$ cat src/rtl/rs_syndrome_calc.sv
// RS(16,8) syndrome generator over GF(256), primitive polynomial 0x11d.
// Streams one codeword in, highest-degree symbol first, and presents S_0..S_{NSYN-1}.

module gf256mul_dec (
   input  logic [7:0] a_i,
   input  logic [7:0] b_i,
   output logic [7:0] p_o
);
   logic [7:0] aa;

   // Shift-and-add product; each doubling of a is reduced by 0x11d.
   always_comb begin
      p_o = 8'h00;
      aa  = a_i;
      for (int k = 0; k < 8; k++) begin
         if (b_i[k]) p_o = p_o ^ aa;
         aa = {aa[6:0], 1'b0} ^ (aa[7] ? 8'h1d : 8'h00);
      end
   end
endmodule

module rs_syndrome_calc #(
   parameter int N    = 16,
   parameter int NSYN = 8,
   parameter int FCR  = 0
) (
   input  logic              clk,
   input  logic              rst_n,
   input  logic              in_valid,
   output logic              in_ready,
   input  logic [7:0]        in_sym,
   output logic              syn_valid,
   input  logic              syn_ready,
   output logic [8*NSYN-1:0] syn_flat,
   output logic              syn_nonzero
);
   localparam int CW = $clog2(N);

   function automatic logic [7:0] alpha_pow(input int e);
      logic [7:0] v;
      v = 8'h01;
      for (int k = 0; k < e; k++) v = {v[6:0], 1'b0} ^ (v[7] ? 8'h1d : 8'h00);
      return v;
   endfunction

   typedef enum logic {ACCUM, HOLD} state_e;

   state_e                  state_q;
   logic [CW-1:0]           cnt_q;
   logic [NSYN-1:0][7:0]    acc_q;
   logic [NSYN-1:0][7:0]    acc_d;
   logic [NSYN-1:0][7:0]    mul_w;
   logic [8*NSYN-1:0]       syn_q;
   logic                    nonzero_q;
   logic                    accept;
   logic                    last_sym;

   // Valid/ready: a symbol moves when in_valid & in_ready at a rising edge;
   // a result moves when syn_valid & syn_ready. In HOLD, in_ready follows syn_ready
   // so the first symbol of the next word can ride the result handshake.
   assign in_ready    = (state_q == ACCUM) | syn_ready;
   assign accept      = in_valid & in_ready;
   assign last_sym    = (cnt_q == CW'(N - 1));
   assign syn_valid   = (state_q == HOLD);
   assign syn_flat    = syn_q;
   assign syn_nonzero = nonzero_q;

   for (genvar g = 0; g < NSYN; g++) begin : g_syn
      localparam logic [7:0] ROOT = alpha_pow((FCR + g) % 255);

      gf256mul_dec u_mul (
         .a_i (acc_q[g]),
         .b_i (ROOT),
         .p_o (mul_w[g])
      );

      // The first symbol of a word seeds the accumulator, discarding stale contents.
      assign acc_d[g] = (cnt_q == '0) ? in_sym : (mul_w[g] ^ in_sym);
   end

   always_ff @(posedge clk) begin
      if (!rst_n) begin
         state_q   <= ACCUM;
         cnt_q     <= '0;
         acc_q     <= '0;
         syn_q     <= '0;
         nonzero_q <= 1'b0;
      end else begin
         if (accept) begin
            acc_q <= acc_d;
            if (last_sym) begin
               cnt_q     <= '0;
               syn_q     <= acc_d;
               nonzero_q <= |acc_d;
               state_q   <= HOLD;
            end else begin
               cnt_q   <= cnt_q + 1'b1;
               state_q <= ACCUM;
            end
         end else if ((state_q == HOLD) && syn_ready) begin
            state_q <= ACCUM;
         end
      end
   end
endmodule
$ cat config.mk
export PLATFORM = sky130hd
export DESIGN_NAME = rs_syndrome_calc
export DESIGN_NICKNAME = d
export VERILOG_FILES = /design/src/rtl/rs_syndrome_calc.sv
export SDC_FILE = /design/constraint.sdc
export NUM_CORES = 1
export LEC_CHECK = 0
export ABC_CLOCK_PERIOD_IN_PS = 2450
export BUFFER_PORTS_ARGS = -buffer_cell sky130_fd_sc_hd__buf_2
export CORE_AREA = 2 2 147 149
export CTS_BUF_LIST = sky130_fd_sc_hd__clkbuf_4 sky130_fd_sc_hd__clkbuf_8 sky130_fd_sc_hd__clkbuf_16
export DETAILED_ROUTE_END_ITERATION = 12
export DIE_AREA = 0 0 149 151
export SETUP_SLACK_MARGIN = 0.02
export SLEW_MARGIN = 20
export SYNTH_ARGS = -nofsm -noshare
export SYNTH_HDL_FRONTEND = slang
export SYNTH_SLANG_ARGS = --single-unit
$ cat constraint.sdc
create_clock -name clk -period 2.45 [get_ports clk]
set_clock_uncertainty 0.05 [all_clocks]
set_input_delay 0.245 -clock clk [delete_from_list [all_inputs] [get_ports clk]]
set_output_delay 0.245 -clock clk [all_outputs]
set_load 0.01 [all_outputs]
### Yosys cells after proc, flatten, opt, wreduce, memory -nomap -nowiden

Cells that the tools add are included.

* add/sub/neg operators: 1
* equal/unequal tests: 1
* multiplexer cells: 40
* bitwise gates (word level): 39
* reductions and logical operators: 5

Operators with widths (count)
* 8-bit XOR: 36
* 5-bit 2-to-1 mux: 28
* 8-bit 2-to-1 mux: 8
* 64-bit OR reduction: 1
* 4-bit by 1-bit adder with 4-bit output (second input constant): 1
* 4-bit == test (second input constant): 1
* 4-bit logical NOT: 1
* 4-bit 2-to-1 mux: 1
* 1-bit 2-to-1 mux: 3
* 2-bit AND reduction: 1
* 2-bit nonzero test: 1
* 1-bit bitwise AND: 1
* 1-bit logical AND: 1
* 1-bit inverter: 1
* 1-bit bitwise OR: 1

* bits in registers: 134
* input bits: 12
* output and inout bits: 67
* word-level logic and storage cells: 98

### Logic depth before layout (Yosys ltp)

* word-level depth: 17
* gate-level depth with buffers: 11
* gate-level depth less buffers: 9

### Modules after synthesis

A second synthesis with hierarchy kept.

* cells, all modules: 2179
* area, all modules: 16678.5 um^2

Modules (own cells, without submodules)
* gf256mul_dec: times used 8, cells an instance 173, area an instance 1224.9 um^2, sequential area each 0.0 um^2
* rs_syndrome_calc: times used 1, cells an instance 795, area an instance 6879.1 um^2, sequential area each 2682.6 um^2

### Worst setup path before layout

OpenSTA, ideal clock, no wires.

* path kind: flip-flop to flip-flop
* start point: register cnt_q[0]
* end point: register nonzero_q (netlist: syn_nonzero)
* setup time: 127 ps
* arrival time: 2113 ps
* data required time: 2273 ps
* setup slack: 160 ps
* cell stages (with the launch flop): 11
* buffers on the path: 1
* clock period less this slack: 2290 ps
* cells stage by stage: dfxtp_1 -> inv_1 -> ha_1 -> or3b_1 -> clkbuf_1 -> nor2_1 -> a211oi_1 -> a31oi_1 -> or4b_1 -> nor4_1 -> a31oi_1

* cells in the longest elaborated chain, start to end: 3
* elaborated cells between the ends (all ways): 12
* those cells by class: 1 x eq/ne; 8 x mux; 3 x reduce/logical

RTL lines
* start: declaration: RTL line 49 `logic [CW-1:0] cnt_q;`
* start signal: assignment: RTL line 97 `cnt_q <= cnt_q + 1'b1;`
* 4-bit logical NOT: RTL line 78 `assign acc_d[g] = (cnt_q == '0) ? in_sym : (mul_w[g] ^ in_sym);`
* 8-bit 2-to-1 mux: RTL line 78
* 64-bit OR reduction: RTL line 94 `nonzero_q <= |acc_d;`
* end signal: assignment: RTL line 94
* end: declaration: RTL line 54 `logic nonzero_q;`

Several ways; a longest one is shown, not always the timed one.
A chain may end at the register's enable or synchronous reset.

### Worst setup path after layout

Same ends and word-level chain as after synthesis.

==> summary.md <==
| Metric | Value |
|---|---|
| Sequential share of the synthesized area | 37.05% |
| #FFs+latches synth | 134 |
| Flop pwr share | 35.4% |
| Dpl ws | 0.5924 ps |
| Sw power | 1.999 mW |
| Synth warn | 0 |
| Unique masters post-synth | 48 |
| Largest net degree at the start of global routing | 119 |
| GR Layer Usage met3 | 4.006% |
| Port bufs | 78 |
| Grt ovf | 0 |
| Via count | 6,129 |
| CP cell instances | inv_1, ha_1, nor3b_4, buf_12, buf_4, a21oi_1, o22ai_1, or4b_4, nor4_4, a31oi_1 |
| Share of layout cells above drive strength 1 | 21.68% |
| Total Routed Length | 19.71 mm |
| Synth Flop Type | dfxtp_1 |
| Pins Over Slew Limit | 0 |
| Fmax | 0.4306 GHz |
| Worst-case clock buffer depth | 2 |
| Setup TNS | 0 ps |
| CTS sink count | 134 |
| Final setup fails | 0 |
| Crit Path Class | reg -> reg |
| RSZ-0062 raised after global routing | no |
| Global-route usage over all layers | 17.83% |
| CTS H-tree depth | 4 |
| Max_cap viols | 0 |
| Outcome | complete, no violations |
| Internal power | 4.805 mW |
| DR vias/cell | 5.040 |
| Syn Area/Cell | 8.630 sq um |
| Pwr Total | 6.804 mW |
| Worst-path clk slew | 60 ps |
| Initial DRC Count | 571 |
| Post-Syn Nets | 853 |
| Setup crit end kind | flip-flop |
| Pleak | 4.775 nW |
| N_diodes | 0 |
| Met1 Usage GRT | 25.79% |
| DRT Pass-1 Iters | 5 |
| Top Ports | 79 |
| Peak VDD IR | 0.5804 mV |
| Hold Slack | 141.0 ps |
| Total CTS buffers | 17 |
| DRC errors left | 0 |
| CTS root buffer | clkbuf_16 |
| Mapped Cells | 839 |
| Fin crit share | 94.79% |
| Critical Path Start Type | flip-flop |
| Worst-Margin Slew | 581.3 ps |
| Worst path max stage delay | 540 ps |
| Hold Fails Final Rpt | 0 |
| Core area | 20,820 sq um |
| Power Dens Cells | 756.8 nW/um^2 |
| Worst min path class | in -> reg |
| Antenna viol nets, final | 0 |
| Routed len/inst | 16.21 um |
| Final WS setup | 127.7 ps |
| Die width | 149 um |
| GRT busiest layer | met2 |
| Clk Latency, worst-skew pair | 430 ps |
| Post-Syn Area | 7241 sq um |
| Gate power share | 23.7% |
| DP Wirelength | 13.97 mm |
| Die Ht | 151 um |
| Fin nets | 942 |
| Switch share | 29.38% |
| Slowest CP cell | or4b_4 |
| First-pass GRT wire length | 31.43 mm |
| Vias in the first global route | 5,661 |
| Post-synth EDFFs | 0 |
| Final Critical Period | 2322 ps |
| Initial antenna violation count | 0 |
| Placer congestion estimate | 0.9156 |
| Slew headroom | 61.25% |
| Die area | 22,500 sq um |
| # hold bufs at CTS | 0 |
| Crit Path Max Fanout | 7 |
| Layout Cells excl Fill | 1,216 |
| TritonCTS clock tree | built |
| Clock power share | 40.9% |
| Starting Density | 34.77% |
| CP Data Required Time | 2710 ps |
| Number of fill cells | 2,080 |
| Asr flop ratio synth | 0% |
| Placed Cells | 1,180 |
| Area Growth Syn to Fin | 24.17% |
| Met2 usage | 26.43% |
| Critical path arrival | 2580 ps |
| Std cell rows | 53 |
==> registers in the layout, summed over array words and instances (netlist names) <==
name	cells
acc_q	64
cnt_q	4
syn_flat	64
syn_nonzero	1
syn_valid	1
==> stage by stage <==
| step | area, sq um | utilization (%) |
|---|---|---|
| 2_1_floorplan | 7241 | - |
| 3_3_place_gp | 8220 | 39.48 |
| 3_5_place_dp | 8220 | 39.48 |
| 4_1_cts | 8882 | 42.66 |
| 5_1_grt | 8991 | 43.18 |
| 6_report | 8991 | 43.18 |
==> power groups by stage <==
stage,registers (mW),logic (mW),clock network (mW)
floorplan,2.41,1.04,0
global placement,2.45,1.54,0
detailed placement,2.45,1.54,0
CTS,2.41,1.56,2.85
global route,2.42,1.76,2.95
finish,2.41,1.61,2.79
==> Yosys cell counts, types with 2 or more instances <==
cell	instances	share of area, %
a211oi_1	2	0.21
a21boi_0	9	0.93
a21oi_1	8	0.55
a22oi_1	4	0.41
a31oi_1	3	0.26
and2_1	3	0.26
and4_1	4	0.48
buf_1	13	0.67
buf_2	8	0.55
buf_4	2	0.21
buf_6	3	0.47
clkbuf_1	57	3.0
dfxtp_1	134	37
ha_1	2	0.35
inv_1	3	0.16
mux2_2	3	0.47
nand2_1	181	9.4
nand2b_1	3	0.26
nand3_1	3	0.21
nand3b_1	3	0.31
nand4_1	10	0.86
nor2_1	60	3.1
nor3_1	13	0.90
nor4_1	3	0.26
nor4bb_1	2	0.28
o2111ai_1	2	0.24
o211a_1	119	16
o21a_1	2	0.21
o21ai_0	23	1.6
o22ai_1	3	0.26
o32ai_1	4	0.48
o41ai_1	2	0.24
or4_1	2	0.21
xnor2_1	86	10
xnor3_1	5	1.6
xor2_1	43	5.2
==> critical path, delay by kind of cell, from the launching register on <==
| kind | cells | cell delay, ps |
|---|---|---|
| compound gates | 3 | 400 |
| simple gates | 3 | 920 |
| buf+inv | 3 | 320 |
| flops | 1 | 320 |
| fa+ha+maj | 1 | 190 |
==> logic make-up after synthesis <==
group                      count (synthesis)  share of synthesized area [%]
AOI/OAI and AO/OA                        184                          22.19
xor gates and xnor gates                 135                          17.54
adders and majority gates                  2                         0.3455
buffers and inverters                     87                          5.063
DFF                                      134                          37.05
muxes                                      3                         0.4665
and+or+nand+nor                          294                          17.35
==> area by class of cell <==
cell class	count	area [sq um]	share of cell area (%)
tap	275	344.1	3.827
clock buffer	19	452.9	5.038
timing repair buffer	153	1039	11.55
multi-input combinational	618	4263	47.41
inverter	4	15.01	0.1670
sequential	134	2685	29.86
clock inverter	13	192.7	2.143
==> what timing repair did <==
action | in CTS | in global routing
resized for setup | 4 | 14
endpoints found under the setup margin | 1 | 1
buffers inserted | 0 | 4
pin swaps | 0 | 6
==> worst paths after layout <==
path	startpoint	end	slack, ps	cells past startpoint
hold / removal	syn_ready	syn_valid	140	3
setup / recovery	cnt_q[0]	syn_nonzero	130	10
setup reg to reg	cnt_q[0]	syn_nonzero	130	10
hold reg to reg	syn_flat[23]	syn_flat[23]	440	1
==> metal layers <==
layer	share of wire, %	up-vias	wire length [um]
met1	50	2884	9828
met4	1.7	0	331
met5	0	-	0
li1	-	3060	-
met2	43	160	8481
met3	5.4	25	1065
==> placed cells by master, fill, tap and decap left out, types with 5 or more instances in the layout <==
cell type  instances
xnor2_1           84
buf_12             6
xnor3_1            5
o211a_1          119
nand2_1          181
a21oi_1            7
nor2_1            60
nor3_1            12
buf_4             68
a21boi_0           9
buf_2             77
clkbuf_16         17
nand4_1           10
xor2_1            43
dfxtp_1          132
o21ai_0           23
Power figures use the tool's default switching activity.
